### config.mk
export PLATFORM = sky130hd
export DESIGN_NAME = seq_pattern_tx
export DESIGN_NICKNAME = d
export VERILOG_FILES = /design/src/rtl/seq_tx_pkg.sv /design/src/rtl/seq_tx_lfsr.sv /design/src/rtl/seq_pattern_tx.sv
export SDC_FILE = /design/constraint.sdc
export NUM_CORES = 1
export LEC_CHECK = 0
export BUFFER_PORTS_ARGS = -buffer_cell sky130_fd_sc_hd__buf_2
export CORE_AREA = 2 2 58 60
export DETAILED_ROUTE_END_ITERATION = 7
export DIE_AREA = 0 0 60 62
export GPL_TIMING_DRIVEN = 0
export PLACE_DENSITY = 0.71
export SLEW_MARGIN = 20
export SYNTH_ARGS = -nofsm -noshare
export SYNTH_HDL_FRONTEND = slang
export SYNTH_SLANG_ARGS = --single-unit
### constraint.sdc
create_clock -name clk -period 2.2 [get_ports clk]
set_input_delay 0.11 -clock clk [delete_from_list [all_inputs] [get_ports clk]]
set_output_delay 0.11 -clock clk [all_outputs]
set_load 0.05 [all_outputs]
### src/rtl/seq_tx_pkg.sv
// Shared definitions for the serial pattern transmitter: FSM encoding, PRBS seed and step.
package seq_tx_pkg;

  typedef enum logic [1:0] {
    ST_IDLE  = 2'd0,
    ST_SHIFT = 2'd1,
    ST_GAP   = 2'd2,
    ST_FIN   = 2'd3
  } state_e;

  localparam logic [6:0] PRBS_SEED = 7'h7F;
  localparam logic [3:0] ONES_MAX  = 4'd15;

  // Fibonacci step for x^7 + x^6 + 1; the bit leaving on dout is s[6].
  function automatic logic [6:0] prbs_step(input logic [6:0] s);
    return {s[5:0], s[6] ^ s[5]};
  endfunction

endpackage

### src/rtl/seq_tx_lfsr.sv
// 7-bit PRBS source for seq_pattern_tx; only built when SEQ_TX_PRBS_EN is defined.
// bit_o already reflects the seed in the cycle seed_i is high, so the first bit needs no extra latency.
`ifdef SEQ_TX_PRBS_EN
module seq_tx_lfsr
  import seq_tx_pkg::*;
(
  input  logic clk,
  input  logic rst,
  input  logic seed_i,
  input  logic en_i,
  output logic bit_o
);

  logic [6:0] lfsr_q;
  logic [6:0] lfsr_d;
  logic [6:0] cur;

  assign cur    = seed_i ? PRBS_SEED : lfsr_q;
  assign bit_o  = cur[6];
  assign lfsr_d = en_i ? prbs_step(cur) : cur;

  always_ff @(posedge clk) begin
    if (rst) lfsr_q <= PRBS_SEED;
    else     lfsr_q <= lfsr_d;
  end

endmodule
`endif

### src/rtl/seq_pattern_tx.sv
// Serial frame transmitter: loads a parallel frame and sends it MSB-first with repeats and idle gaps.
// Optional PRBS frame source is enabled with macro SEQ_TX_PRBS_EN.
module seq_pattern_tx
  import seq_tx_pkg::*;
#(
  parameter int WIDTH      = 8,
  parameter int GAP_CYCLES = 2,
  parameter int RPT_W      = 4
) (
  input  logic                     clk,
  input  logic                     rst,
  input  logic                     load,
  input  logic [WIDTH-1:0]         data,
  input  logic [RPT_W-1:0]         rpt,
`ifdef SEQ_TX_PRBS_EN
  input  logic                     prbs_sel,
`endif
  output logic                     ready,
  output logic                     dout,
  output logic                     dout_valid,
  output logic [$clog2(WIDTH)-1:0] bit_idx,
  output logic [3:0]               ones_cnt,
  output logic                     done
);

  localparam int IDX_W = $clog2(WIDTH);
  localparam int GAP_W = (GAP_CYCLES > 1) ? $clog2(GAP_CYCLES) : 1;

  function automatic logic [3:0] sat_inc(input logic [3:0] v, input logic b);
    return (b && (v != ONES_MAX)) ? v + 4'd1 : v;
  endfunction

  state_e             state_q, state_d;
  logic [WIDTH-1:0]   frame_q, frame_d;
  logic [RPT_W-1:0]   reps_q, reps_d;
  logic [GAP_W-1:0]   gap_q, gap_d;
  logic [IDX_W-1:0]   idx_q, idx_d;
  logic [3:0]         ones_q, ones_d;
  logic               ready_q, ready_d;
  logic               dout_q, dout_d;
  logic               vld_q, vld_d;
  logic               done_q, done_d;
  logic               accept, emit, clear, src_bit;

  assign accept = load & ready_q;

`ifdef SEQ_TX_PRBS_EN
  logic prbs_q, prbs_d, lfsr_bit, lfsr_en;

  assign lfsr_en = emit & prbs_d;

  seq_tx_lfsr u_lfsr (
    .clk    (clk),
    .rst    (rst),
    .seed_i (accept & prbs_sel),
    .en_i   (lfsr_en),
    .bit_o  (lfsr_bit)
  );
`endif

  always_comb begin
    state_d = state_q;
    frame_d = frame_q;
    reps_d  = reps_q;
    gap_d   = gap_q;
    idx_d   = '0;
    ready_d = 1'b0;
    done_d  = 1'b0;
    emit    = 1'b0;
    clear   = 1'b0;
`ifdef SEQ_TX_PRBS_EN
    prbs_d  = prbs_q;
`endif
    unique case (state_q)
      ST_IDLE: begin
        ready_d = 1'b1;
        if (accept) begin
          state_d = ST_SHIFT;
          frame_d = data;
          reps_d  = rpt;
          ready_d = 1'b0;
          emit    = 1'b1;
          clear   = 1'b1;
          idx_d   = IDX_W'(WIDTH - 1);
`ifdef SEQ_TX_PRBS_EN
          prbs_d  = prbs_sel;
`endif
        end
      end
      ST_SHIFT: begin
        if (idx_q != '0) begin
          emit  = 1'b1;
          idx_d = idx_q - IDX_W'(1);
        end else if (reps_q != '0) begin
          reps_d = reps_q - RPT_W'(1);
          if (GAP_CYCLES == 0) begin
            emit  = 1'b1;
            clear = 1'b1;
            idx_d = IDX_W'(WIDTH - 1);
          end else begin
            state_d = ST_GAP;
            gap_d   = GAP_W'(GAP_CYCLES - 1);
          end
        end else begin
          state_d = ST_FIN;
          done_d  = 1'b1;
        end
      end
      ST_GAP: begin
        if (gap_q == '0) begin
          state_d = ST_SHIFT;
          emit    = 1'b1;
          clear   = 1'b1;
          idx_d   = IDX_W'(WIDTH - 1);
        end else begin
          gap_d = gap_q - GAP_W'(1);
        end
      end
      default: begin
        state_d = ST_IDLE;
        ready_d = 1'b1;
      end
    endcase

    // Bit for the next cycle comes from the frame being captured or the held frame.
`ifdef SEQ_TX_PRBS_EN
    src_bit = prbs_d ? lfsr_bit : frame_d[idx_d];
`else
    src_bit = frame_d[idx_d];
`endif
    vld_d  = emit;
    dout_d = emit & src_bit;
    ones_d = ones_q;
    if (emit) ones_d = sat_inc(clear ? 4'd0 : ones_q, src_bit);
  end

  always_ff @(posedge clk) begin
    if (rst) begin
      state_q <= ST_IDLE;
      reps_q  <= '0;
      gap_q   <= '0;
      idx_q   <= '0;
      ones_q  <= '0;
      ready_q <= 1'b1;
      dout_q  <= 1'b0;
      vld_q   <= 1'b0;
      done_q  <= 1'b0;
`ifdef SEQ_TX_PRBS_EN
      prbs_q  <= 1'b0;
`endif
    end else begin
      state_q <= state_d;
      reps_q  <= reps_d;
      gap_q   <= gap_d;
      idx_q   <= idx_d;
      ones_q  <= ones_d;
      ready_q <= ready_d;
      dout_q  <= dout_d;
      vld_q   <= vld_d;
      done_q  <= done_d;
`ifdef SEQ_TX_PRBS_EN
      prbs_q  <= prbs_d;
`endif
    end
  end

  // Frame contents are only meaningful while busy, so they carry no reset.
  always_ff @(posedge clk) begin
    frame_q <= frame_d;
  end

  assign ready      = ready_q;
  assign dout       = dout_q;
  assign dout_valid = vld_q;
  assign bit_idx    = idx_q;
  assign ones_cnt   = ones_q;
  assign done       = done_q;

endmodule
==> impl_results.md <==
* Outcome: complete, but fails checks
* Failing checks: negative setup slack
* Synth top area cells: dfxtp_1 36%, a21oi_1 5.2%, mux2i_1 4.2%
* ANT nets after route at 0
* Post-layout util at 0.560
* Data required, critical path at 2.44 ns
* CTS Root Buffer Type: clkbuf_4
* Simple-Gate Fraction of Synth Area at 0.252
* Initial DRT Pass Iterations at 4
* # port buffers at 25
* Ys Warns at 0
* Max-cap viol count at 0
* Initial Utilization at 0.451
* Post-Route M1 WL at 1640 microns
* Fraction of layout cells with a size suffix above 1 at 0.325
* GPL Wtd Cong at 0.831
* Hold_sp: data[6]
* Gr usage total at 0.188
* IO Count at 26
* Met2 wire length at 1680 microns
* CP Class: flop to flop
* Async set-reset flop share out of synthesis at 0
* Combinational share of power at 0.598
* Sw frac at 0.455
* Mapped Cells at 167
* Clock Sinks at 26
* Largest net degree at the start of global routing at 15
* Synth top area share at 0.363
* RSZ-0062 raised after global routing: yes
* Worst slew pin tran at 0.484 ns
* Crit-path slowest cell: dfxtp_2
* Clock Pin Slew Worst Setup and Hold Paths at 0.15 ns
* CP max FO at 8
* Final Net Count at 221
* CP delay by family, top: simple AND/OR/NAND/NOR gates
* R2r setup slk at -0.08 ns
* Die height at 62 microns
* Type of destination of the critical path: flop
* Vias per cell at 5.45
* Synthesized area at 0.00144 sq mm
* DR WL/cell at 14.1 microns
* DR top layer: met4
* Initial antenna violation count at 0
* Worst vdd ir at 0.000729 V
* FILL cells at 323
* Hold Path Stages at 2
* Metal3 WL at 138 microns
* Area Growth Syn to Fin at 24.2%
* Setup violators final at 3
* Post-synthesis adder-cell area fraction at 0.0174
* Finished Layout Cells at 249
* DRT iter0 DRCs at 47
* Pins over their slew limit at 0
* Int Pwr at 1.40 mW
* Seq/Total Area, Yosys at 0.363
* TritonCTS buffer count at 3
* Min Tclk post-route at 2.28 ns
* Syn_area_per_cell at 8.59 sq um
* PwrDens at 1440 mW/mm^2
* GRT Residual Overflow at 0
* Placed cell count at 238
* R2R Path Start: state_q[1]$_SDFFE_PP0P_
* Die area at 0.00372 sq mm
* Post-Synth XOR/XNOR Area at 0.0122
* Reg power frac at 0.314
* Row count at 21
* Largest family of logic cells by synthesized area: simple AND/OR/NAND/NOR gates
* Hold crit path type: input port to flop
* Synth Area in Compound Gates at 0.210
* Max Clock Skew at 0.00246 ns
* R2R depth at 7
* FMAX at 438 MHz
* Post-synth top area cell: dfxtp_1
* Clk buf depth at 2
* Post-route DRC at 0
* WP data arrival at 2.52 ns
* Final setup margin at -0.0826 ns
* WL final at 3500 microns
* Syn_nets at 184
* Post-synthesis mux area share at 0.0915
* Synth Flop Type: dfxtp_1
* Yosys cell types at 44
* Clock Power Share at 0.088
* Number of flops mapped to enable cells by yosys at 0
* Final Hold Fails at 0
* Period utilization at 1.04
* Crit path buf inv count at 1
* CP peak stage delay at 0.37 ns
* Clk_lat worst skew at 0.33 ns
* Critical R2R Capture: ones_cnt[3]$_SDFFE_PP0P_
* Static Leak at 0.743 nW
* FF+latch count, synth at 26
* Total vias in the final route at 1,358
* H-tree levels at 1
* Core Box Area at 0.00318 sq mm
* Horiz. Die Dim at 60 microns
* Max_slew headroom at 0.677
* Switching Power at 1.17 mW
* Vias in the first global route at 1,231
* First-pass GRT wire length at 5420 microns
* Startpoint types: flop
* Crit path cell chain: and4bb_4, buf_12, mux2i_4, a21oi_2, o31a_1, nor4_2, mux2_2
* Hold path endpoint: frame_q[6]$_DFF_P_
* Ant diodes at 0
* TritonCTS clock tree: built
* Post-detail-place hpwl at 2400 microns
-- through the flow --
| step | cell area, sq um | TNS [ns] | total power [mW] | setup slack (ns) | hold WS (ns) |
|---|---|---|---|---|---|
| 3_5_place_dp | 1630 | -0.516 | 2.13 | -0.293 | 0.336 |
| 3_3_place_gp | 1630 | -0.229 | 2.07 | -0.193 | 0.329 |
| 4_1_cts | 1740 | -0.0851 | 2.47 | -0.0851 | 0.00880 |
| 6_report | 1780 | -0.0960 | 2.57 | -0.0826 | 0.00120 |
| 2_1_floorplan | 1440 | 0 | 1.84 | 0.00498 | 0.225 |
| 5_1_grt | 1780 | -0.400 | 2.75 | -0.153 | 0.00336 |
-- registers in the layout (all words and copies together), names as in the netlist --
signal      cells
ones_cnt        4
done            1
frame_q         8
ready           1
state_q         2
gap_q           1
dout_valid      1
bit_idx         3
reps_q          4
dout            1
-- synth_stat cells (3+ instances only) --
master	count
nand3b_1	5
clkbuf_1	6
mux2_2	5
mux2i_1	6
inv_1	8
nand2_1	11
o21ai_0	8
nor3_1	6
nor2b_1	9
a211o_1	3
nor2_1	16
dfxtp_1	26
a21oi_1	15
-- cell families (layout without fill, tap and decap cells) --
family                   count (synthesis)  count (layout)
AO/OA/AOI/OAI                           45              45
XOR/XNOR                                 2               2
adder cells (fa/ha/maj)                  2               2
buffers and inverters                   16              52
flip-flops                              26              26
multiplexers                            12              12
AND/OR/NAND/NOR                         64              64
-- placed cells by master (no fill, tap or decap), types with 5 or more instances in the layout --
cell,Yosys,final
buf_2,1,25
dfxtp_1,26,20
nor2_1,16,16
a21oi_1,15,13
nand2_1,11,11
nor2b_1,9,9
inv_1,8,8
buf_4,0,8
o21ai_0,8,8
nand3b_1,5,5
mux2_2,5,5
clkbuf_1,6,5
-- how the worst max path moves through the flow --
| stage | end | depth (start not counted) | slack [ns] | startpoint |
|---|---|---|---|---|
| finish | ones_cnt[3]$_SDFFE_PP0P_ | 7 | -0.08 | state_q[1]$_SDFFE_PP0P_ |
| global route | ones_cnt[3]$_SDFFE_PP0P_ | 6 | -0.15 | bit_idx[1]$_SDFF_PP0_ |
| CTS | ones_cnt[3]$_SDFFE_PP0P_ | 6 | -0.09 | state_q[0]$_SDFFE_PP0P_ |
| detailed placement | ones_cnt[3]$_SDFFE_PP0P_ | 9 | -0.29 | state_q[0]$_SDFFE_PP0P_ |
| global placement | ones_cnt[3]$_SDFFE_PP0P_ | 9 | -0.19 | state_q[0]$_SDFFE_PP0P_ |
| floorplan | ones_cnt[3]$_SDFFE_PP0P_ | 7 | 0.005 | ready$_SDFF_PP1_ |
-- final cells by class --
type	instances	area (sq um)	share of cell area
buffer	7	47.5	0.0267
inverter	8	30.0	0.0169
timing repair buffer	33	188	0.105
multi-input combinational	125	900	0.505
tap	46	57.6	0.0323
clock buffer	4	26.3	0.0147
sequential	26	533	0.299
-- repair_timing --
item / CTS / global route
setup endpoints to repair: 4 / 7
setup buffers: 6 / 1
hold buffers: 1 / 0
hold endpoints to repair: 1 / 0
pin swaps: 5 / 4
gates resized for setup: 10 / 9
-- power by group through the flow --
stage | combinational, mW | clock (mW) | sequential [mW]
finish | 1.53 | 0.225 | 0.807
global route | 1.68 | 0.234 | 0.832
CTS | 1.45 | 0.218 | 0.798
detailed placement | 1.32 | 0 | 0.808
global placement | 1.28 | 0 | 0.798
floorplan | 0.885 | 0 | 0.953
-- routing by layer --
layer	up-vias	GRT usage
met5	-	0
met4	0	0.0698
met3	6	0.0207
met2	36	0.306
met1	643	0.259
li1	673	-
No activity file was read; power rests on OpenSTA's default activity.
